### src/rtl/uart_receiver.sv
// uart_receiver: 8E1 UART receive path.
// Recovers bytes from a start / 8 data (LSB first) / even parity / stop frame
// using 16x oversampling and a single mid-bit sample per bit.
// A one-clk valid strobe marks a clean frame; parity and framing flags are
// sticky and reflect only the most recently completed frame.
module uart_receiver #(
   parameter int CLK_HZ     = 50000000,
   parameter int OVERSAMPLE = 16
) (
   input  logic       clk,
   input  logic       reset,
   input  logic [2:0] baud_select,
   input  logic       Rx_EN,
   input  logic       RxD,
   output logic [7:0] Rx_DATA,
   output logic       Rx_VALID,
   output logic       Rx_PERROR,
   output logic       Rx_FERROR
);

   // Sample-tick divisor, rounded to nearest: round(CLK_HZ / (OVERSAMPLE * baud)).
   function automatic int baud_div(input int baud);
      return (CLK_HZ + (OVERSAMPLE * baud) / 2) / (OVERSAMPLE * baud);
   endfunction

   localparam int DIV_MAX = baud_div(300);
   localparam int CW      = $clog2(DIV_MAX + 1);
   localparam int SW      = $clog2(OVERSAMPLE);
   localparam int HALF    = OVERSAMPLE / 2;

   typedef enum logic [2:0] {
      S_OFF,
      S_IDLE,
      S_START,
      S_DATA,
      S_PARITY,
      S_STOP,
      S_BREAK   // stop bit was low: hold here until the line is released
   } state_t;

   state_t        state_q, state_d;
   logic          rxd_meta_q, rxd_sync_q, rxd_prev_q;
   logic [CW-1:0] tick_cnt_q, tick_cnt_d;
   logic [SW-1:0] sub_cnt_q, sub_cnt_d;
   logic [2:0]    bit_idx_q, bit_idx_d;
   logic [7:0]    shift_q, shift_d;
   logic          perr_q, perr_d;
   logic [2:0]    baud_q, baud_d;
   logic [7:0]    rx_data_q, rx_data_d;
   logic          rx_valid_q, rx_valid_d;
   logic          rx_perror_q, rx_perror_d;
   logic          rx_ferror_q, rx_ferror_d;

   logic [CW-1:0] div_m1;
   logic          tick;
   logic          mid_tick;
   logic          bit_tick;
   logic          fall;

   // Two-flop synchroniser plus one history flop for falling-edge detection
   always_ff @(posedge clk or negedge reset) begin
      if (!reset) begin
         rxd_meta_q <= 1'b1;
         rxd_sync_q <= 1'b1;
         rxd_prev_q <= 1'b1;
      end else begin
         rxd_meta_q <= RxD;
         rxd_sync_q <= rxd_meta_q;
         rxd_prev_q <= rxd_sync_q;
      end
   end

   assign fall = rxd_prev_q & ~rxd_sync_q;

   // Tick period for the rate latched when the current frame started
   always_comb begin
      case (baud_q)
         3'd0:    div_m1 = CW'(baud_div(300) - 1);
         3'd1:    div_m1 = CW'(baud_div(1200) - 1);
         3'd2:    div_m1 = CW'(baud_div(4800) - 1);
         3'd3:    div_m1 = CW'(baud_div(9600) - 1);
         3'd4:    div_m1 = CW'(baud_div(19200) - 1);
         3'd5:    div_m1 = CW'(baud_div(38400) - 1);
         3'd6:    div_m1 = CW'(baud_div(57600) - 1);
         default: div_m1 = CW'(baud_div(115200) - 1);
      endcase
   end

   assign tick     = (tick_cnt_q >= div_m1);
   assign mid_tick = tick && (sub_cnt_q == SW'(HALF - 1));
   assign bit_tick = tick && (sub_cnt_q == SW'(OVERSAMPLE - 1));

   // Next-state, counters, datapath and output register updates
   always_comb begin
      state_d     = state_q;
      tick_cnt_d  = tick ? '0 : tick_cnt_q + CW'(1);
      sub_cnt_d   = sub_cnt_q;
      bit_idx_d   = bit_idx_q;
      shift_d     = shift_q;
      perr_d      = perr_q;
      baud_d      = baud_q;
      rx_data_d   = rx_data_q;
      rx_perror_d = rx_perror_q;
      rx_ferror_d = rx_ferror_q;
      rx_valid_d  = 1'b0;

      if (tick) begin
         sub_cnt_d = (sub_cnt_q == SW'(OVERSAMPLE - 1)) ? '0 : sub_cnt_q + SW'(1);
      end

      if (!Rx_EN && state_q != S_OFF) begin
         // Disable aborts any frame in flight without touching the outputs
         state_d = S_OFF;
      end else begin
         case (state_q)
            S_OFF: begin
               if (Rx_EN) state_d = S_IDLE;
            end
            S_IDLE: begin
               if (fall) begin
                  // Align the sample phase to the start edge and lock the rate
                  state_d    = S_START;
                  tick_cnt_d = '0;
                  sub_cnt_d  = '0;
                  baud_d     = baud_select;
               end
            end
            S_START: begin
               if (mid_tick) begin
                  // From here on every 16th tick lands mid-bit
                  sub_cnt_d = '0;
                  if (rxd_sync_q) begin
                     state_d = S_IDLE;
                  end else begin
                     state_d   = S_DATA;
                     bit_idx_d = 3'd0;
                  end
               end
            end
            S_DATA: begin
               if (bit_tick) begin
                  shift_d[bit_idx_q] = rxd_sync_q;
                  if (bit_idx_q == 3'd7) state_d = S_PARITY;
                  else                   bit_idx_d = bit_idx_q + 3'd1;
               end
            end
            S_PARITY: begin
               if (bit_tick) begin
                  perr_d  = rxd_sync_q ^ (^shift_q);
                  state_d = S_STOP;
               end
            end
            S_STOP: begin
               if (bit_tick) begin
                  rx_data_d   = shift_q;
                  rx_perror_d = perr_q;
                  rx_ferror_d = ~rxd_sync_q;
                  rx_valid_d  = ~perr_q & rxd_sync_q;
                  state_d     = rxd_sync_q ? S_IDLE : S_BREAK;
               end
            end
            S_BREAK: begin
               if (rxd_sync_q) state_d = S_IDLE;
            end
            default: state_d = S_OFF;
         endcase
      end
   end

   // State and datapath registers
   always_ff @(posedge clk or negedge reset) begin
      if (!reset) begin
         state_q     <= S_OFF;
         tick_cnt_q  <= '0;
         sub_cnt_q   <= '0;
         bit_idx_q   <= 3'd0;
         shift_q     <= 8'h00;
         perr_q      <= 1'b0;
         baud_q      <= 3'd0;
         rx_data_q   <= 8'h00;
         rx_valid_q  <= 1'b0;
         rx_perror_q <= 1'b0;
         rx_ferror_q <= 1'b0;
      end else begin
         state_q     <= state_d;
         tick_cnt_q  <= tick_cnt_d;
         sub_cnt_q   <= sub_cnt_d;
         bit_idx_q   <= bit_idx_d;
         shift_q     <= shift_d;
         perr_q      <= perr_d;
         baud_q      <= baud_d;
         rx_data_q   <= rx_data_d;
         rx_valid_q  <= rx_valid_d;
         rx_perror_q <= rx_perror_d;
         rx_ferror_q <= rx_ferror_d;
      end
   end

   assign Rx_DATA   = rx_data_q;
   assign Rx_VALID  = rx_valid_q;
   assign Rx_PERROR = rx_perror_q;
   assign Rx_FERROR = rx_ferror_q;

endmodule

### config.mk
export PLATFORM = sky130hd
export DESIGN_NAME = uart_receiver
export DESIGN_NICKNAME = d
export VERILOG_FILES = /design/src/rtl/uart_receiver.sv
export SDC_FILE = /design/constraint.sdc
export NUM_CORES = 1
export LEC_CHECK = 0
export CAP_MARGIN = 25
export CORE_AREA = 4 4 96 98
export CTS_CLUSTER_SIZE = 10
export DETAILED_ROUTE_END_ITERATION = 10
export DIE_AREA = 0 0 100 102
export HOLD_SLACK_MARGIN = 0.12
export PLACE_DENSITY = 0.56
export SLEW_MARGIN = 0
export SYNTH_ARGS = -nofsm -noshare
export SYNTH_HDL_FRONTEND = slang
export SYNTH_SLANG_ARGS = --single-unit
### constraint.sdc
create_clock -name clk -period 2.95 [get_ports clk]
set_input_delay 0.59 -clock clk [delete_from_list [all_inputs] [get_ports clk]]
set_output_delay 0.59 -clock clk [all_outputs]
set_load 0.005 [all_outputs]
-- Word level (Yosys, flattened, before mapping)
Cells that the tools add are included.
- flip-flop bits (word level): 50
- input port bits: 7
- bitwise gates (word level): 6
- order comparisons: 3
- equal/unequal tests: 27
- mux-type cells: 34
- add/subtract/negate cells: 3
- reductions and logical operators: 16
- operators by type and width (operator ; count):
    case mux 14 bit (7 select lines) ; 1
    two-way mux 14 bit ; 4
    two-way mux 3 bit ; 14
    inequality test 3 bit (second input constant) ; 8
    equality test 3 bit (second input constant) ; 7
    case mux 3 bit (7 select lines) ; 1
    two-way mux 4 bit ; 5
    adder 14 x 1 -> 14 bit (second input constant) ; 1
    greater-or-equal comparator 14 bit ; 1
    equality test 3 x 2 -> 1 bit (second input constant) ; 4
    AND reduction 3 bit ; 4
    bitwise mux 8 bit ; 1
    inequality test 2 bit (second input constant) ; 4
    case mux 4 bit (2 select lines) ; 1
    AND reduction 8 bit ; 1
    parity 8 bit ; 1
    equality test 3 x 1 -> 1 bit (second input constant) ; 2
    logical NOT 3 bit ; 2
    case mux 3 bit (2 select lines) ; 1
    AND reduction 6 bit ; 1
    adder 4 x 1 -> 4 bit (second input constant) ; 1
    equality test 4 x 3 -> 1 bit (second input constant) ; 1
    equality test 4 bit (second input constant) ; 1
    logical AND 1 bit ; 4
    12 further kinds ; 18

-- Longest topological paths before layout
- word-level depth: 7
- gate-level depth with buffers: 11
- depth with buffers taken out: 10

-- Least setup slack after synthesis
OpenSTA, ideal clock, no wires.
- path type: register to register
- start point: reg baud_q[1]
- end point: reg rx_data_q[0] (netlist: Rx_DATA[0])
- path buffers: 2
- data required time: 2822 ps
- slack: 20 ps
- arrival time: 2802 ps
- stages on the path, launching flop included: 12
- library setup time: 128 ps
- cell sequence: dfrtp_1 -> clkbuf_1 -> or3_1 -> and2_1 -> ha_1 -> nand4_1 -> o21bai_1 -> a311oi_1 -> o21ai_1 -> nor3_2 -> buf_4 -> mux2_1
- word-level cells in the longest chain between the ends: 5
- elaborated cells on any way between the ends: 11
- classes of those cells: 1 x order compare; 6 x eq/ne; 1 x mux; 3 x reduce/logical
- ends and longest elaborated chain (item ; RTL line ; RTL):
    from (decl) ; 48 ; logic [2:0] baud_q, baud_d;
    from (signal assigned) ; 191 ; baud_q <= baud_d;
    equality test 3 bit, or another cell as far along ; 77 ; case (baud_q)
    case mux 14 bit (7 select lines) * ; 77 ;
    greater-or-equal comparator 14 bit * ; 89 ; assign tick = (tick_cnt_q >= div_m1);
    logical AND 1 bit * ; 91 ; assign bit_tick = tick && (sub_cnt_q == SW'(OVERSAMPLE - 1));
    AND reduction 3 bit (no line) * ; n/a ;
    to (signal assigned) ; 192 ; rx_data_q <= rx_data_d;
    to (decl) ; 49 ; logic [7:0] rx_data_q, rx_data_d;
Every way passes the cells marked *; elsewhere a longest branch is shown, timed or not.
A chain may end at the register's enable or synchronous reset.

-- Final worst setup path
- start point: reg baud_q[0]
- end point: reg bit_idx_q[0]
- word-level cells in the longest chain between the ends: 6
- elaborated cells on any way between the ends: 14
- classes of those cells: 1 x order compare; 8 x eq/ne; 1 x mux; 4 x reduce/logical
- ends and longest elaborated chain (item ; RTL line ; RTL):
    equality test 3 bit, or another cell as far along ; 77 ;
    case mux 14 bit (7 select lines) * ; 77 ;
    greater-or-equal comparator 14 bit * ; 89 ;
    logical AND 1 bit, on equally long branches ; 91, 90 ;
    inequality test 2 bit (no line) ; n/a ;
    AND reduction 6 bit (no line) * ; n/a ;
    to (signal assigned) ; 188 ; bit_idx_q <= bit_idx_d;
    to (decl) ; 45 ; logic [2:0] bit_idx_q, bit_idx_d;
Marks and branches as above.

==> impl_metrics.py <==
metrics = {
    "worst_setup_path": {
        "path_cells": "buf_4, xor2_1, nand2b_1, and2_1, ha_1, a21o_1, nand3_1, a311o_1, a211o_1, a221o_1, mux2_2",
        "max_stage_delay_ns": 0.44,
        "timing.rr.start": "baud_q[0]",
        "critical_path.top_delay_family": "compound AO/OA/AOI/OAI gates",
        "crit_start": "baud_q[0]",
        "cp.buffers_inverters": 1,
        "crit_type": "flip-flop to flip-flop",
        "end_kind": "flip-flop",
        "critical_path.slowest_cell": "a311o_1",
        "cp-start-kind": "flip-flop",
        "arrival_ns": 3.13,
        "cp_max_fo": 4,
        "cp.required_ns": 3.15,
    },
    "timing": {
        "worst_pin_slew_ns": 0.546,
        "final_max_slew_viol_count": 0,
        "hold_viol_final": 0,
        "relSlewSlack": 0.635,
        "setup-violations-final": 0,
        "clock.fmax_ghz": 0.341,
        "period_needed_ns": 2.93,
        "fin_crit_sh": 0.994,
        "fin_skew_ns": 0.00949,
        "rsz0062_at_grt": "yes",
    },
    "grt": {
        "grt_pass1_wl_mm": 10.1,
        "grt_start_max_net_pins": 33,
        "globalRoute.totalOverflow": 0,
        "antenna_found_initial": 0,
        "grt_pass1_vias": 2165,
        "track_usage": 0.121,
    },
    "clock_tree": {
        "cts_tree": "yes",
        "path_clk_slew_ns": 0.10,
        "clock_sinks": 50,
        "htreeDepth": 2,
        "worstSkewPairLatency_ns": 0.31,
        "clockRootBuffer": "clkbuf_8",
        "cts_inserted_buffers": 5,
        "cts_buffer_depth": 2,
    },
    "power": {
        "power_density_mw_per_mm2": 721,
        "p_leak_nw": 1.59,
        "peakVddDrop_v": 0.000274,
    },
    "placed_design": {
        "placed_area_mm2": 0.00323,
        "portBuffers": 17,
        "dpl.hpwl_mm": 4.24,
        "gp_congestion": 0.871,
    },
    "flow_run": {
        "cap_violations": 0,
    },
    "outcome": {
        "outcome": "complete, no violations",
    },
    "floorplan": {
        "die_h_um": 102,
        "core_area_mm2": 0.00847,
        "fp.dieW_um": 100,
        "num_io_pins": 18,
        "start_util": 0.340,
        "num_rows": 34,
        "dieArea_mm2": 0.0102,
    },
    "final_layout": {
        "syn2layout_area_growth_pct": 23.0,
        "fin_util": 0.418,
        "drive_above_1_share": 0.216,
        "n_antenna_cell": 0,
        "nets": 332,
        "stdcell_area_mm2": 0.00354,
    },
    "route": {
        "ant_nets": 0,
        "drc": 0,
        "wl_per_cell_um": 14.5,
        "drt_first_pass_iters": 4,
        "routed_wl_mm": 6.06,
        "via_per_inst": 5.11,
        "vias": 2138,
        "drtIter0Drc": 59,
    },
    "yosys": {
        "syn_area_mm2": 0.00288,
        "seq_area_frac_synth": 0.436,
        "synth_top_area_cell": "dfrtp_1",
        "ys_warn_count": 0,
        "yosys-top-cells-count": "dfrtp_1 (47), nor2_1 (28), mux2_1 (18), ha_1 (16), nand2_1 (16)",
        "synth_edf_count": 0,
        "yosysTopAreaCellShare": 0.409,
        "synth_cells": 276,
        "synth.most_common_cell": "dfrtp_1",
        "avgSynthCellArea_um2": 10.4,
        "synth.ff_latch_count": 50,
        "synth.net_count": 299,
        "synth-async-reset-ratio": 1.00,
        "synth_ff_type": "dfrtp_1",
        "synth_cell_types": 54,
        "yosys-top-cells-area": "dfrtp_1 (41%), mux2_1 (7.0%), ha_1 (7.0%)",
    },
    "hold_path": {
        "min_path_type": "primary input to async pin",
    },
}
==> path summary, 6_finish.rpt <==
| kind | slack, ns | cells after the start | end |
|---|---|---|---|
| min reg2reg | 0.36 | 0 | rxd_sync_q |
| max reg2reg | 0.02 | 11 | bit_idx_q[0] |
| max in group asynchronous | 1.93 | 2 | rxd_prev_q |
| max | 0.02 | 11 | bit_idx_q[0] |
| min in group clk | 0.36 | 0 | rxd_sync_q |
| min | 0.22 | 1 | tick_cnt_q[10] |
==> registers in the layout (all words and copies together), names as in the netlist <==
| signal | cells |
|---|---|
| Rx_DATA | 8 |
| Rx_PERROR | 1 |
| shift_q | 8 |
| rxd_sync_q | 1 |
| bit_idx_q | 3 |
| sub_cnt_q | 4 |
| rxd_meta_q | 1 |
| tick_cnt_q | 14 |
| state_q | 3 |
| perr_q | 1 |
| rxd_prev_q | 1 |
| Rx_FERROR | 1 |
| Rx_VALID | 1 |
| baud_q | 3 |
==> placed cells by master (no fill, tap or decap), drive strengths merged, types with 10 or more instances in the layout <==
cell	count
nand2	16
dfrtp	47
xor2	14
mux2	23
nor2	28
buf	23
clkdlybuf4s50	16
xnor2	11
ha	16
nand3	10
a21oi	12
==> final cells by class <==
cell class	count	area, um2
multi-input combinational	205	1670
sequential	50	1260
clock inverter	3	28.8
timing repair buffer	39	345
tap	108	135
inverter	8	30.0
fill	842	4930
clock buffer	5	68.8
==> repair_timing <==
item | in CTS | in global routing
hold buffers | 0 | 0
setup buffers | 0 | 6
hold endpoints to repair | 0 | 0
endpoints found under the setup margin | 0 | 38
resized for setup | 0 | 31
==> metrics by stage <==
| stage | total power [mW] | hold slack [ns] | cells | TNS [ns] | setup slack, ns |
|---|---|---|---|---|---|
| after global routing | 2.76 | 0.246 | 418 | -0.691 | -0.0790 |
| final | 2.55 | 0.215 | 418 | 0 | 0.0171 |
| after detailed placement | 1.93 | 0.347 | 403 | 0 | 0.0463 |
| after floorplan | 1.65 | 0.294 | 276 | 0 | 0.0201 |
| after global placement | 1.90 | 0.346 | 403 | 0 | 0.0715 |
| after CTS | 2.37 | 0.232 | 411 | 0 | 0.0228 |
==> power breakdown <==
part           internal (mW)  switching [mW]  total (mW)  leakage, nW
Combinational          0.570           0.609        1.18        0.874
Sequential             0.791           0.156       0.947        0.662
Clock                  0.176           0.250       0.427       0.0502
Total                   1.54            1.02        2.55         1.59
==> routing by layer <==
layer	up-vias	GRT usage	part of all wire
met5	-	0	0
met4	0	0.0301	0.0076
met3	5	0.0246	0.027
met2	28	0.218	0.51
met1	1056	0.148	0.45
li1	1049	-	-
==> worst reg2reg max path, cell delays in order (launching register included) <==
cell and delay (ns):
dfrtp_1 0.41, buf_4 0.16, xor2_1 0.16, nand2b_1 0.10
and2_1 0.15, ha_1 0.28, a21o_1 0.11, nand3_1 0.13
a311o_1 0.44, a211o_1 0.27, a221o_1 0.35, mux2_2 0.27
==> kinds of logic (layout without fill, tap and decap cells) <==
family	after synthesis	count (layout)	synth area share
mux	26	26	0.100
xor+xnor	25	25	0.0761
flops	50	50	0.436
compound gates	43	43	0.106
simple gates	95	95	0.182
fa+ha+maj	16	16	0.0696
buf+inv	21	55	0.0304
Power figures use the tool's default switching activity.
